--- config.mk ---
export PLATFORM = sky130hd
export DESIGN_NAME = iter_divide_seq
export DESIGN_NICKNAME = d
export VERILOG_FILES = /design/src/rtl/iter_div_pkg.sv /design/src/rtl/iter_divide_seq_step.sv /design/src/rtl/iter_divide_seq.sv
export SDC_FILE = /design/constraint.sdc
export NUM_CORES = 1
export LEC_CHECK = 0
export ABC_AREA = 1
export CORE_AREA = 2 2 73 75
export DETAILED_ROUTE_END_ITERATION = 6
export DIE_AREA = 0 0 75 77
export GPL_TIMING_DRIVEN = 0
export PLACE_DENSITY = 0.8
export SETUP_SLACK_MARGIN = 0.02
export SYNTH_ARGS = -nofsm -noshare
export SYNTH_HDL_FRONTEND = slang
export SYNTH_SLANG_ARGS = --single-unit
--- constraint.sdc ---
create_clock -name clock0 -period 3.15 [get_ports clock0]
set_input_delay 0.63 -clock clock0 [delete_from_list [all_inputs] [get_ports clock0]]
set_output_delay 0.63 -clock clock0 [all_outputs]
set_load 0.05 [all_outputs]
--- src/rtl/iter_div_pkg.sv ---
// -----------------------------------------------------------------------------
// iter_div_pkg
// Shared definitions for the iterative restoring divider:
//   - state_e      : controller states (IDLE / RUN / DONE)
//   - clog2()      : ceiling log2, used to size the step counter
//   - DEF_WIDTH_N  : default numerator / quotient width
//   - DEF_WIDTH_D  : default denominator / remainder width
// No ports (package).
// -----------------------------------------------------------------------------
package iter_div_pkg;

   localparam int DEF_WIDTH_N = 8;
   localparam int DEF_WIDTH_D = 8;

   typedef enum logic [1:0] {
      IDLE = 2'd0,
      RUN  = 2'd1,
      DONE = 2'd2
   } state_e;

   // Smallest r with 2**r >= value; returns 1 for value <= 2 so that a
   // counter sized from it never collapses to zero bits.
   function automatic int clog2(input int value);
      int r;
      r = 1;
      for (int i = 1; i < 32; i++) begin
         if ((1 << r) < value) r = r + 1;
      end
      return r;
   endfunction

endpackage

--- src/rtl/iter_divide_seq_step.sv ---
// -----------------------------------------------------------------------------
// iter_div_step
// One restoring-division iteration (pure combinational).
// Ports:
//   prem_i  [width_d:0]   partial remainder from the previous iteration
//   bit_i                 next numerator bit (MSB first)
//   denom_i [width_d-1:0] divisor magnitude
//   prem_o  [width_d:0]   partial remainder after this iteration
//   qbit_o                quotient bit produced by this iteration
// -----------------------------------------------------------------------------
module iter_div_step #(
   parameter int width_d = 8
) (
   input  logic [width_d:0]   prem_i,
   input  logic               bit_i,
   input  logic [width_d-1:0] denom_i,
   output logic [width_d:0]   prem_o,
   output logic               qbit_o
);

   logic [width_d+1:0] shifted;
   logic [width_d:0]   diff;

   // The compare uses the full shifted value so a zero divisor (where the
   // partial remainder is allowed to fill all width_d+1 bits) still yields
   // a quotient bit of 1 on every step.
   assign shifted = {prem_i, bit_i};
   assign diff    = shifted[width_d:0] - {1'b0, denom_i};
   assign qbit_o  = (shifted >= {2'b00, denom_i});
   assign prem_o  = qbit_o ? diff : shifted[width_d:0];

endmodule

--- src/rtl/iter_divide_seq.sv ---
// -----------------------------------------------------------------------------
// iter_divide_seq
// Sequential restoring divider, one quotient bit per enabled clock, with a
// start/done handshake. Results hold until the next completed operation.
// Optional macro ITER_DIV_SIGNED_EN adds two's-complement (truncating)
// division selected per operation by signed_op.
// Ports:
//   clock0       in   sole clock, rising edge
//   sclr         in   synchronous active-high reset (wins over ena0)
//   ena0         in   clock enable; low freezes all state
//   start        in   request, accepted in IDLE with ena0=1
//   numer        in   dividend  [width_n-1:0]
//   denom        in   divisor   [width_d-1:0]
//   signed_op    in   signed request (used only with ITER_DIV_SIGNED_EN)
//   busy         out  accepted start through done cycle inclusive
//   done         out  one-cycle completion pulse
//   quotient     out  [width_n-1:0]
//   remain       out  [width_d-1:0]
//   div_by_zero  out  divisor was zero
// -----------------------------------------------------------------------------
module iter_divide_seq
   import iter_div_pkg::*;
#(
   parameter int width_n = DEF_WIDTH_N,
   parameter int width_d = DEF_WIDTH_D
) (
   input  logic               clock0,
   input  logic               sclr,
   input  logic               ena0,
   input  logic               start,
   input  logic [width_n-1:0] numer,
   input  logic [width_d-1:0] denom,
   input  logic               signed_op,
   output logic               busy,
   output logic               done,
   output logic [width_n-1:0] quotient,
   output logic [width_d-1:0] remain,
   output logic               div_by_zero
);

   localparam int CNT_W = clog2(width_n + 1);

   state_e             state_q, state_d;
   logic [CNT_W-1:0]   cnt_q, cnt_d;
   logic [width_n-1:0] num_q, num_d;
   logic [width_n-1:0] acc_q, acc_d;
   logic [width_d-1:0] den_q, den_d;
   logic [width_d:0]   prem_q, prem_d;
   logic               zden_q, zden_d;
   logic [width_n-1:0] quo_q, quo_d;
   logic [width_d-1:0] rem_q, rem_d;
   logic               dbz_q, dbz_d;

   logic [width_d:0]   prem_nxt;
   logic               qbit;

   // Operand magnitudes on the way in and corrected results on the way out.
   logic [width_n-1:0] num_mag;
   logic [width_d-1:0] den_mag;
   logic [width_n-1:0] q_fin;
   logic [width_d-1:0] r_fin;

`ifdef ITER_DIV_SIGNED_EN
   logic negq_q, negq_d;
   logic negr_q, negr_d;
   logic sgn_num, sgn_den;

   assign sgn_num = signed_op & numer[width_n-1];
   assign sgn_den = signed_op & denom[width_d-1];
   assign num_mag = sgn_num ? (~numer + 1'b1) : numer;
   assign den_mag = sgn_den ? (~denom + 1'b1) : denom;
   // Truncating division: quotient negative when signs differ, remainder
   // follows the dividend. The most negative dividend over -1 wraps.
   assign q_fin   = negq_q ? (~acc_q + 1'b1) : acc_q;
   assign r_fin   = negr_q ? (~prem_q[width_d-1:0] + 1'b1) : prem_q[width_d-1:0];
`else
   logic signed_op_unused;

   assign signed_op_unused = signed_op;
   assign num_mag = numer;
   assign den_mag = denom;
   assign q_fin   = acc_q;
   assign r_fin   = prem_q[width_d-1:0];
`endif

   iter_div_step #(
      .width_d (width_d)
   ) u_step (
      .prem_i  (prem_q),
      .bit_i   (num_q[width_n-1]),
      .denom_i (den_q),
      .prem_o  (prem_nxt),
      .qbit_o  (qbit)
   );

   always_comb begin
      state_d = state_q;
      cnt_d   = cnt_q;
      num_d   = num_q;
      acc_d   = acc_q;
      den_d   = den_q;
      prem_d  = prem_q;
      zden_d  = zden_q;
      quo_d   = quo_q;
      rem_d   = rem_q;
      dbz_d   = dbz_q;
`ifdef ITER_DIV_SIGNED_EN
      negq_d  = negq_q;
      negr_d  = negr_q;
`endif
      case (state_q)
         IDLE: begin
            if (start) begin
               num_d   = num_mag;
               den_d   = den_mag;
               acc_d   = '0;
               prem_d  = '0;
               cnt_d   = CNT_W'(width_n);
               zden_d  = (denom == '0);
`ifdef ITER_DIV_SIGNED_EN
               negq_d  = sgn_num ^ sgn_den;
               negr_d  = sgn_num;
`endif
               state_d = RUN;
            end
         end
         RUN: begin
            if (cnt_q != '0) begin
               prem_d = prem_nxt;
               acc_d  = {acc_q[width_n-2:0], qbit};
               num_d  = {num_q[width_n-2:0], 1'b0};
               cnt_d  = cnt_q - CNT_W'(1);
            end else begin
               // All bits retired: the closing RUN cycle applies the sign
               // correction and publishes the result for the DONE cycle.
               quo_d   = q_fin;
               rem_d   = r_fin;
               dbz_d   = zden_q;
               state_d = DONE;
            end
         end
         DONE: begin
            state_d = IDLE;
         end
         default: begin
            state_d = IDLE;
         end
      endcase
   end

   // Control and published results: cleared by sclr, frozen by ena0.
   always_ff @(posedge clock0) begin
      if (sclr) begin
         state_q <= IDLE;
         cnt_q   <= '0;
         quo_q   <= '0;
         rem_q   <= '0;
         dbz_q   <= 1'b0;
      end else if (ena0) begin
         state_q <= state_d;
         cnt_q   <= cnt_d;
         quo_q   <= quo_d;
         rem_q   <= rem_d;
         dbz_q   <= dbz_d;
      end
   end

   // Working datapath: always reloaded on an accepted start, so no reset.
   always_ff @(posedge clock0) begin
      if (ena0) begin
         num_q  <= num_d;
         acc_q  <= acc_d;
         den_q  <= den_d;
         prem_q <= prem_d;
         zden_q <= zden_d;
`ifdef ITER_DIV_SIGNED_EN
         negq_q <= negq_d;
         negr_q <= negr_d;
`endif
      end
   end

   assign busy        = (state_q != IDLE);
   assign done        = (state_q == DONE);
   assign quotient    = quo_q;
   assign remain      = rem_q;
   assign div_by_zero = dbz_q;

endmodule

==> results of run 1 <==
routing by layer:
layer | vias up | wire (µm) | share of wire | GRT usage
met3 | 14 | 286 | 0.053 | 0.0749
li1 | 1123 | - | - | -
met4 | 0 | 125 | 0.023 | 0.0821
met1 | 1018 | 2340 | 0.43 | 0.244
met2 | 63 | 2650 | 0.49 | 0.355
met5 | - | 0 | 0 | 0
registers in the layout, indices dropped and copies added, names as in the netlist:
name and cells:
acc_q 8, cnt_q 4, den_q 8, div_by_zero 1, num_q 8, prem_q 9, quotient 8, remain 8
state_q 2, zden_q 1
per-stage QoR:
| stage | power [µW] | cells | hold slack, ns |
|---|---|---|---|
| finish | 2010 | 443 | 0.467 |
| detailed placement | 1380 | 427 | 0.460 |
| floorplan | 1250 | 319 | 0.439 |
| CTS | 2020 | 443 | 0.470 |
| global placement | 1360 | 427 | 0.454 |
| global route | 2120 | 443 | 0.485 |
synth_stat cells, drive strengths merged (2+ instances only):
| master | count | area (µm²) |
|---|---|---|
| nand2 | 75 | 302 |
| nor2 | 56 | 241 |
| inv | 47 | 179 |
| edfxtp | 34 | 1020 |
| dfxtp | 23 | 460 |
| o21ai | 22 | 114 |
| a21oi | 17 | 100 |
| nand3 | 15 | 75.1 |
| ha | 10 | 125 |
| buf | 6 | 46.3 |
| nand4 | 2 | 18.8 |
| nor4 | 2 | 12.5 |
| xnor2 | 2 | 17.5 |
| xor2 | 2 | 17.5 |
power by group:
| group | internal [µW] | total (µW) | switching (µW) |
|---|---|---|---|
| Clock | 360 | 652 | 292 |
| Combinational | 164 | 460 | 295 |
| Sequential | 870 | 903 | 32.4 |
cell families after synthesis:
kind of cell / after synthesis / share of synthesized area
AO/OA/AOI/OAI: 40 / 0.0792
XOR/XNOR: 4 / 0.0126
adder cells (fa/ha/maj): 11 / 0.0522
buffers and inverters: 54 / 0.0824
flip-flops: 57 / 0.533
AND/OR/NAND/NOR: 153 / 0.241
area by class of cell:
| type | count | share of cell area |
|---|---|---|
| plain buffers | 7 | 0.0146 |
| inverters | 47 | 0.0521 |
| well taps | 70 | 0.0255 |
| flip-flops and latches | 57 | 0.431 |
| clock buffers | 10 | 0.0372 |
| clock inverters | 6 | 0.0168 |
| multi-input cells | 208 | 0.312 |
| repair buffers | 38 | 0.111 |
worst paths after layout:
path	startpoint	slack, ns	end	cells past startpoint
worst max-delay path	state_q[0]	0.80	busy	3
worst min register to register	cnt_q[0]	0.47	cnt_q[0]	2
worst min-delay path	cnt_q[0]	0.47	cnt_q[0]	2
worst max register to register	num_q[7]	1.00	prem_q[7]	12
cell usage in the layout (no fill, tap or decap), types with 3 or more instances in the layout:
master / count
sky130_fd_sc_hd__nand3_1: 15
sky130_fd_sc_hd__clkbuf_8: 9
sky130_fd_sc_hd__edfxtp_1: 34
sky130_fd_sc_hd__a21oi_1: 13
sky130_fd_sc_hd__nor2_2: 3
sky130_fd_sc_hd__clkdlybuf4s50_1: 38
sky130_fd_sc_hd__o21ai_1: 6
sky130_fd_sc_hd__dfxtp_1: 23
sky130_fd_sc_hd__inv_1: 44
sky130_fd_sc_hd__ha_1: 10
sky130_fd_sc_hd__a21oi_2: 4
sky130_fd_sc_hd__nand2_1: 71
sky130_fd_sc_hd__nor2_1: 51
sky130_fd_sc_hd__o21ai_0: 15
critical path: stages, from the launching register on:
cell,delay (ns)
sky130_fd_sc_hd__dfxtp_1,0.41
sky130_fd_sc_hd__inv_1,0.07
sky130_fd_sc_hd__nand2_2,0.10
sky130_fd_sc_hd__clkdlybuf4s50_1,0.81
==> results list, run 1 <==
* Die outline width: 75 µm
- The flow ran to the end, and the final reports show no timing, DRC or antenna violations.
* Initial antenna violation count: 0
- The later pin in the worst-skew pair is clocked with a latency of 0.34 ns.
- Unrepaired setup endpoints after global routing: false
* Clock Tree Buf Depth: 2
- Area growth, synth to finish: 23.5%
- Once layout is complete, the utilization of the core stands at 0.690.
- Clock tree from TritonCTS: built
- The die covers 0.00578 mm².
- Yosys mapped a number of flops with a built-in enable equal to 34.
* Gate count after technology mapping: 319
- In this run, post-CTS repair resized a total of 0 instances.
* Wirelength per Cell: 12.2 µm
* H-tree lvl count: 3
- STA classifies the critical path startpoint as a register.
- Fmax achieved: 425 MHz
* Antenna cells: 0
* Max transition margin: 0.445
* Shortest clock period the worst path allows after layout: 2.35 ns
- Final Hold Violating Endpoints: 0
- Maximum number of pins on one net before global-route repair: 33
- The number of nets in the synthesized netlist is 351.
- The die is 77 µm tall.
- Post-cts hold buffer count: 0
- For this run, the leading register cell type out of synthesis is sky130_fd_sc_hd__edfxtp_1.
- Clock Pin Slew Worst Setup and Hold Paths: 0.06 ns
- Worst setup slack after placement: 0.710 ns
- In the final layout, the share of cells above drive strength 1 is 0.102.
- Leak pwr: 0.00154 µW
- Gpl congestion: 0.872
- HPWL after DPL: 3880 µm
- Post-CTS Setup Bufs: 0
- Setup slack closes at 0.797 ns.
- The clock drives 57 sinks.
- Share of synthesized registers carrying an async set or reset: 0
* CTS root buffer: sky130_fd_sc_hd__clkbuf_8
- After floorplanning, the core was sized to cover 0.00498 mm².
- In this run the tool buffered the top-level ports with 38 buffer cells.
- In the routed design, unresolved DRC markers number 0.
* Initial standard-cell utilization of the core: 0.559
* Finished layout cell area: 0.00343 mm²
- Actual transition at the worst max-transition pin: 0.830 ns
- The tool flagged a number of max-cap violations equal to 0.
- For this run, the detailed router's first-pass iteration total came to 4.
- Count of nets left with antenna violations after detail routing: 0
- Count of yosys warnings during synthesis: 0
- The multi-input combinational cells in the finished layout cover a total of 0.00107 mm².
- Vias in the first global route: 2215
* Fillers: 410
- The initialized floorplan defines 26 standard-cell rows.
- Overall via count from detail_route: 2218
* IR drop worst, VDD: 0.349 mV
* Startpoint-to-endpoint class of the critical path: reg2out
- Between clock sinks in the finished design, the worst skew comes to 0.00715 ns.
- Synthesized area: 0.00278 mm²
- Maximum fanout along the worst path: 4
* Worst Path Required: 2.52 ns
- Total number of nets in the final design: 400
- Endpoint type of the worst setup path: output pin
- Setup violations remaining at the end of the flow were counted as 0.
* Unique cell type count in the Yosys netlist: 34
- Aggregate global-route resource usage: 0.212
* Register area share after synthesis: 0.533
- Pwr Density: 587 mW/mm²
- Vias per cell: 5.01
- The routed design has 5410 µm of wire.
- Summing all placed instances gives a cell area of 0.00325 mm².
- Summed negative setup slack over all endpoints: 0 ns
* Footprint of the flip-flops and latches: 0.00148 mm²
- STA puts the critical path data arrival time at 1.72 ns.
* DRT iter0 DRCs: 133
- Wire length of the first global-routing pass: 9160 µm
- Worst hold path class: reg2reg
- Of the available clock period, the critical path in the final layout requires 0.747.
- Syn Area/Cell: 8.72 µm²
* Boundary pin count: 40
* Final number of max-transition violations: 0
- Number of clock buffers inserted by TritonCTS: 9
* Yosys reg bits: 57
- Summed over all layers, the global routing overflow is 0.
Power figures use the tool's default switching activity.
==> run 2: changes to the inputs <==
- CORE_AREA: 2 2 73 75 -> 2 2 79 81
- DIE_AREA: 0 0 75 77 -> 0 0 81 83
- PLACE_DENSITY: 0.8 -> 0.72
- clock period: 3.15 -> 1.91 ns (I/O delays scaled with it)
==> run 2 against run 1 <==
The flow now finishes with violations (negative setup slack). Global-route usage down 2.1 points. Sequential share of layout area is 3.3 points lower. Critical endpoint is now prem_q[0]. Die area grew 16%. Largest cell class unchanged. Worst hold slack better by 0.015 ns. Cell area rose by 8.3%. Register-to-register slack worse by 1.1 ns. Non-clock buffer count grew 11. Final cell count rose by 3.8%. Critical path depth grew 8. Power rose by 79%.
==> results list, run 2 (synthesis results as in run 1) <==
- Vias per cell: 4.90 (-2.0%)
- Combinational share of power: 0.243 (+0.015)
- DRT iter0 DRCs: 157 (+18%)
- The sequential standard cell area came to 0.00148 mm² (unchanged).
- Final Skew: 0.00793 ns (+0.000781 ns)
* Arr. time, crit path: 2.07 ns (+0.35 ns)
- Core Area: 0.00582 mm² (+17%)
- The die boundary width came to 81 µm (+8.0%).
- The proportion of layout cells with a drive suffix above 1 was 0.184 (+0.0825).
* Vias in the first global route: 2167 (-2.2%)
- The depth of the worst register-to-register path was 11 (-1).
- The run finished, with violations left.
- Max transition margin: 0.625 (+0.180)
* Register with the most flip-flops: prem_q
* Reported net switching power: 1100 µW (+78%)
- The required time reported for the critical path endpoint came to 2.02 ns (-0.50 ns).
* Final Hold Violating Endpoints: 0 (unchanged)
- The number of setup violations in the final report was 9 (+9).
- In this run the critical register-to-register path is launched from num_q[7].
- Fmax achieved: 508 MHz
- The top cell types in the final layout, fill and taps aside, are sky130_fd_sc_hd__nand2_1, sky130_fd_sc_hd__nor2_1, sky130_fd_sc_hd__inv_1, sky130_fd_sc_hd__edfxtp_1, sky130_fd_sc_hd__dfxtp_1.
* Wire length of the first global-routing pass: 9650 µm (+5.4%)
- Hold path startpoint: cnt_q[3]
* Post-detailed-route DRC marker count: 0 (unchanged)
- The number of placement rows came to 28 (+7.7%).
* Gpl congestion: 0.797 (-8.6%)
- Antenna cells: 0 (unchanged)
- The final design area excluding fillers came to 0.00372 mm² (+8.3%).
- IR drop worst, VDD: 0.575 mV (+65%)
- The number of placed I/O pins came to 40 (unchanged).
- The switching share of total power is 0.307 (-0.00107).
* Wirelength per Cell: 13.0 µm (+6.1%)
* Number of clock buffers inserted by TritonCTS: 9 (unchanged)
- Pwr Density: 967 mW/mm² (+65%)
- The maximum level of the CTS H-tree came to 3 (unchanged).
- The total grt overflow was 0 (unchanged).
- The worst setup path is captured at a register.
* Depth of the worst hold-timing path: 2 (unchanged)
- Final period utilization: 1.03
- The overall via count from detail_route is 2256 (+1.7%).
- The clock sink count came to 57 (unchanged).
- Worst hold path class: reg2reg
- Placed cell area: 0.00326 mm² (+0.27%)
- The number of max-slew violations in the final report is 0 (unchanged).
- Startpoint-to-endpoint class of the critical path: reg2reg
* Total number of nets in the final design: 412 (+3.0%)
- Wirelength, routed: 5960 µm (+10%)
* Post-layout utilization of the core: 0.639 (-0.0504)
- The pin count of the biggest net entering global routing came to 17 (-48%).
* Most prevalent standard cell on the critical path: sky130_fd_sc_hd__nand3_2
- The total internal power came to 2490 µW (+79%).
- Setup ws final: -0.0586 ns (-0.856 ns)
* Clock insertion delay at the later pin of the skew report: 0.35 ns (about the same)
- Area of the die: 0.00672 mm² (+16%)
* Slowest-stage cell, CP: sky130_fd_sc_hd__edfxtp_1
- The signal on the critical path passes through inv_1 -> ha_2 -> inv_2 -> fa_2 -> nand3_2 -> nand3_2 -> nand2_2 -> nand4_4 -> buf_6 -> nor2_4 -> nor2_1.
- Start point of the critical path: num_q[7]
- Fillers: 528 (+29%)
* Clock Tree Buf Depth: 2 (unchanged)
- Setup repair after global routing could not meet its margin everywhere.
- Pre-antenna DRT Iters: 4 (unchanged)
* Die outline height: 83 µm (+7.8%)
* Maximum fanout along the worst path: 5 (+1)
- Aggregate global-route resource usage: 0.191 (-0.0212)
- Area of the multi-input gates: 0.00119 mm² (+11%)
- Shortest clock period the worst path allows after layout: 1.97 ns
- Count of nets left with antenna violations after detail routing: 0 (unchanged)
- The number of flip-flops in the largest register came to 9 (unchanged).
- The final instance count without filler cells is 460 (+3.8%).
- CTS root buffer: sky130_fd_sc_hd__clkbuf_8
- Delay of the slowest critical-path stage: 0.39 ns (-0.42 ns)
- The worst-margin pin slew came to 0.562 ns (-0.269 ns).
- Number of placed cells counting well taps: 432 (+1.2%)
- Quantity of I/O buffers inserted on ports: 38 (unchanged)
* Leak pwr: 0.00189 µW (+23%)
- The library cell used most frequently in the layout, excluding fill and tap cells, is sky130_fd_sc_hd__nand2_1.
- HPWL after DPL: 3980 µm (+2.6%)
- Initial antenna violation count: 0 (unchanged)
- Area growth, synth to finish: 33.8%
- Critical path startpoint category: register
* Count of max-cap constraint violations: 0 (unchanged)
- Failing checks: negative setup slack
* Clock power frac: 0.341 (+0.018)
* Initial standard-cell utilization of the core: 0.478 (-0.0805)
- Clock Pin Slew Worst Setup and Hold Paths: 0.07 ns (about the same)
* Sequential group share of total power: 0.416 (-0.032)
- Clock tree from TritonCTS: built
run 2: worst max-delay path: cells and delay by family (launching register included):
kind	cells	cell delay, ns
adder cells (fa/ha/maj)	2	0.53
AND/OR/NAND/NOR	6	0.51
flip-flops	1	0.39
buffers and inverters	3	0.30
run 2: layer usage:
metal  vias up  global-route usage  wire [µm]
li1       1147                   -          -
met1      1045               0.228       2600
met2        53               0.314       2980
met3        11              0.0598        263
met4         0              0.0801        112
met5         -                   0          0
run 2: area by class of cell:
type	instances	share of cell area
flip-flops and latches	57	0.398
multi-input cells	209	0.319
repair buffers	49	0.136
inverters	47	0.0481
clock buffers	11	0.0437
well taps	75	0.0252
clock inverters	5	0.0158
plain buffers	7	0.0135
run 2: power groups by stage:
stage                     logic, µW  registers (µW)  clock network [µW]
after detailed placement        756            1520                   0
after global routing            970            1510                1300
after CTS                       799            1490                1250
after global placement          739            1510                   0
after floorplan                 475            1580                   0
final                           873            1490                1230
run 2: final timing paths:
kind | to | slack, ns
setup / recovery | prem_q[0] | -0.06
hold / removal | cnt_q[3] | 0.48
setup reg to reg | prem_q[0] | -0.06
hold reg to reg | cnt_q[3] | 0.48
run 2: repair_timing:
action                     in CTS  in global routing
pin swaps                       5                  6
buffers inserted                3                  7
hold buffers                    0                  0
setup endpoints to repair      43                 45
cloned                          2                  0
gates resized for setup        15                 30
run 2: per-stage QoR:
step / TNS, ns / total power (µW) / hold WS (ns) / setup WS, ns
floorplan: 0 / 2060 / 0.439 / 0.0269
global placement: -5.47 / 2250 / 0.455 / -0.203
detailed placement: -7.08 / 2270 / 0.473 / -0.247
CTS: -0.586 / 3540 / 0.483 / -0.0775
global route: -1.01 / 3780 / 0.515 / -0.123
finish: -0.414 / 3600 / 0.482 / -0.0586
==> run 3: changes to the inputs <==
- CORE_AREA: 2 2 79 81 -> 5 5 82 84
- DIE_AREA: 0 0 81 83 -> 0 0 87 89
==> run 3 against run 2 <==
The flow still finishes with violations (negative setup slack). Combinational power shrank 0.5%. Sequential share of layout area increased by 0.30 points. Clock skew up 0.0044 ns. Maximum frequency down 1.4%. Flip-flop and latch count did not move. Critical path depth stayed put. Core utilization is 0.85 points lower. First-iteration DRC count fell by 24%. Non-clock buffer count down 6. Via count is 1.6% lower. Worst hold slack worse by 0.0056 ns. Die area up 15%.
==> results list, run 3 (synthesis results as in run 1) <==
* Outcome: finished, violations left
- Failing checks: negative setup slack
* Arr. time, crit path: 2.09 ns (+0.02 ns)
- The cell sitting at the root of the clock tree is a sky130_fd_sc_hd__clkbuf_8.
- Final standard cell count with taps included and fillers excluded: 454 (-1.3%)
* Initial antenna violation count: 0 (unchanged)
- The number of setup violations in the final report was 10 (+1).
- Overall via count from detail_route: 2221 (-1.6%)
- The hold-fix buffer count after cts was 0 (unchanged).
- Leaving out fill and tap cells, the most frequent cell in the layout is sky130_fd_sc_hd__nand2_1.
- Leak pwr: 0.00186 µW (-1.6%)
- The final hold slack was 0.476 ns (-0.00561 ns).
- The min-delay analysis places its worst path in the category reg2reg.
- Fillers: 489 (-7.4%)
- The total number of nets in the final design is 406 (-1.5%).
* Final number of max-transition violations: 0 (unchanged)
- Wirelength, routed: 6090 µm (+2.2%)
- Most used cells in the layout excluding fill and tap cells: sky130_fd_sc_hd__nand2_1, sky130_fd_sc_hd__nor2_1, sky130_fd_sc_hd__inv_1, sky130_fd_sc_hd__edfxtp_1, sky130_fd_sc_hd__dfxtp_1
* Endpoint type of the worst setup path: register
- CTS sink count: 57 (unchanged)
- Count of nets left with antenna violations after detail routing: 0 (unchanged)
* Worst Path Required: 2.00 ns (-0.02 ns)
- The core area came to 0.00585 mm² (+0.60%).
* Clock Tree Buf Depth: 2 (unchanged)
* Wirelength per Cell: 13.4 µm (+3.5%)
- The maximum level of the CTS H-tree was 3 (unchanged).
* Cell row count: 28 (unchanged)
* Clock Pin Slew Worst Setup and Hold Paths: 0.07 ns (about the same)
* Clock tree from TritonCTS: built
- The critical path is of the reg2reg type.
* Post-detailed-route DRC marker count: 0 (unchanged)
* Finished layout cell area: 0.00369 mm² (-0.74%)
- Quantity of I/O buffers inserted on ports: 38 (unchanged)
* Initial standard-cell utilization of the core: 0.475 (-0.00286)
- HPWL after DPL: 3960 µm (-0.61%)
* DRT iter0 DRCs: 120 (-24%)
- Die outline width: 87 µm (+7.4%)
- Among cell families on the critical path, the largest total delay comes from adder cells.
* Area of the multi-input gates: 0.00122 mm² (+2.7%)
- Max reg flops: 9 (unchanged)
- Traced cell by cell, the critical path runs through inv_1 -> ha_2 -> inv_2 -> fa_2 -> nand3_2 -> nand3_4 -> nand2_4 -> nand4_4 -> buf_6 -> nor2_2 -> nor2_1.
- The proportion of power drawn by the clock network came to 0.320 (-0.021).
- The worst-skew pair later-pin latency was 0.34 ns (about the same).
- Number of clock buffers inserted by TritonCTS: 9 (unchanged)
- The worst-margin pin slew was 0.532 ns (-0.0299 ns).
* Area of the die: 0.00774 mm² (+15%)
- The worst clock skew on the final layout is 0.0123 ns (+0.00435 ns).
* Number of buffer and inverter instances along the worst setup path: 3 (unchanged)
* Proportion of layout cells with a drive suffix above 1: 0.182 (-0.00236)
- Aggregate global-route resource usage: 0.166 (-0.0256)
- The post-layout minimum cycle time is 2.00 ns (+0.0289 ns).
- The fraction of power consumed by combinational cells was 0.250 (+0.007).
* Final period utilization: 1.05 (+0.0151)
- Setup ws final: -0.0875 ns (-0.0289 ns)
- The delay of the slowest cell on the worst path came to 0.41 ns (+0.02 ns).
- Placed cell area: 0.00326 mm² (unchanged)
* Register with the most flip-flops: prem_q
- Area growth, synth to finish: 32.8%
- The slowest stage of the critical path belongs to the cell sky130_fd_sc_hd__edfxtp_1.
* Vias in the first global route: 2084 (-3.8%)
* IR drop worst, VDD: 0.429 mV (-25%)
- Final Hold Violating Endpoints: 0 (unchanged)
* Boundary pin count: 40 (unchanged)
* Internal power: 2380 µW (-4.4%)
* Pre-antenna DRT Iters: 4 (unchanged)
- The top achievable clock speed is 501 MHz (-1.4%).
- The number of antenna repair diodes came to 0 (unchanged).
* Worst setup slack after placement: -0.271 ns (-0.0236 ns)
* Pwr Density: 943 mW/mm² (-2.5%)
* Maximum number of pins on one net before global-route repair: 17 (unchanged)
- The number of placed instances, taps included came to 432 (unchanged).
- Wire length of the first global-routing pass: 9760 µm (+1.1%)
* Power after layout: 3480 µW (-3.2%)
- The proportion of power drawn by flip-flops and latches was 0.430 (+0.014).
* Maximum fanout along the worst path: 5 (unchanged)
- The net load switching power is 1100 µW (-0.55%).
* Unrepaired setup endpoints after global routing: true
- Vias per cell: 4.89 (-0.25%)
* Max transition margin: 0.645 (+0.0195)
- The number of max-cap violations was 0 (unchanged).
- The worst setup path is launched from a register.
- Aggregate global routing overflow: 0 (unchanged)
- Die outline height: 89 µm (+7.2%)
- The sequential standard cell area came to 0.00148 mm² (unchanged).
* Gpl congestion: 0.819 (+2.8%)
- Sw Share: 0.315 (+0.00854)
[run 3: path summary, 6_finish.rpt]
| check | startpoint | to | slack (ns) | cells past startpoint |
|---|---|---|---|---|
| worst min register to register | cnt_q[0] | cnt_q[0] | 0.48 | 2 |
| worst min-delay path | cnt_q[0] | cnt_q[0] | 0.48 | 2 |
| worst max-delay path | num_q[7] | prem_q[0] | -0.09 | 11 |
| worst max register to register | num_q[7] | prem_q[0] | -0.09 | 11 |
[run 3: worst min-delay path, delay by kind of cell, from the launching register on]
kind / cells / cell delay, ns
flops: 1 / 0.32
simple gates: 1 / 0.06
compound gates: 1 / 0.05
[run 3: per-stage QoR]
| stage | TNS (ns) | util |
|---|---|---|
| finish | -0.604 | 0.631 |
| global route | -1.47 | 0.631 |
| CTS | -0.835 | 0.607 |
| detailed placement | -6.85 | 0.557 |
| global placement | -5.52 | 0.557 |
| floorplan | 0 | - |
[run 3: layer usage]
layer / GRT usage / vias to the layer above / wire (µm)
li1: - / 1132 / -
met1: 0.203 / 1025 / 2640
met4: 0.0737 / 0 / 146
met2: 0.273 / 50 / 3000
met3: 0.0470 / 14 / 304
met5: 0 / - / 0
[run 3: repair_timing]
item,in CTS,in global routing
gates resized for setup,20,31
endpoints found under the setup margin,43,28
gates cloned,2,0
pin swaps,6,7
buffers inserted,3,1
[run 3: power groups by stage]
stage,logic (µW),registers [µW],clock network [µW]
floorplan,475,1580,0
global placement,741,1510,0
detailed placement,754,1520,0
CTS,812,1490,1130
global route,958,1510,1200
finish,869,1500,1110
[run 3: final cells by class]
| cell class | count | share of cell area |
|---|---|---|
| Sequential cell | 57 | 0.401 |
| Clock buffer | 13 | 0.0488 |
| Multi-Input combinational cell | 209 | 0.331 |
| Timing Repair Buffer | 43 | 0.126 |
| Buffer | 7 | 0.0136 |
| Inverter | 47 | 0.0485 |
| Tap cell | 75 | 0.0254 |
| Clock inverter | 3 | 0.00576 |
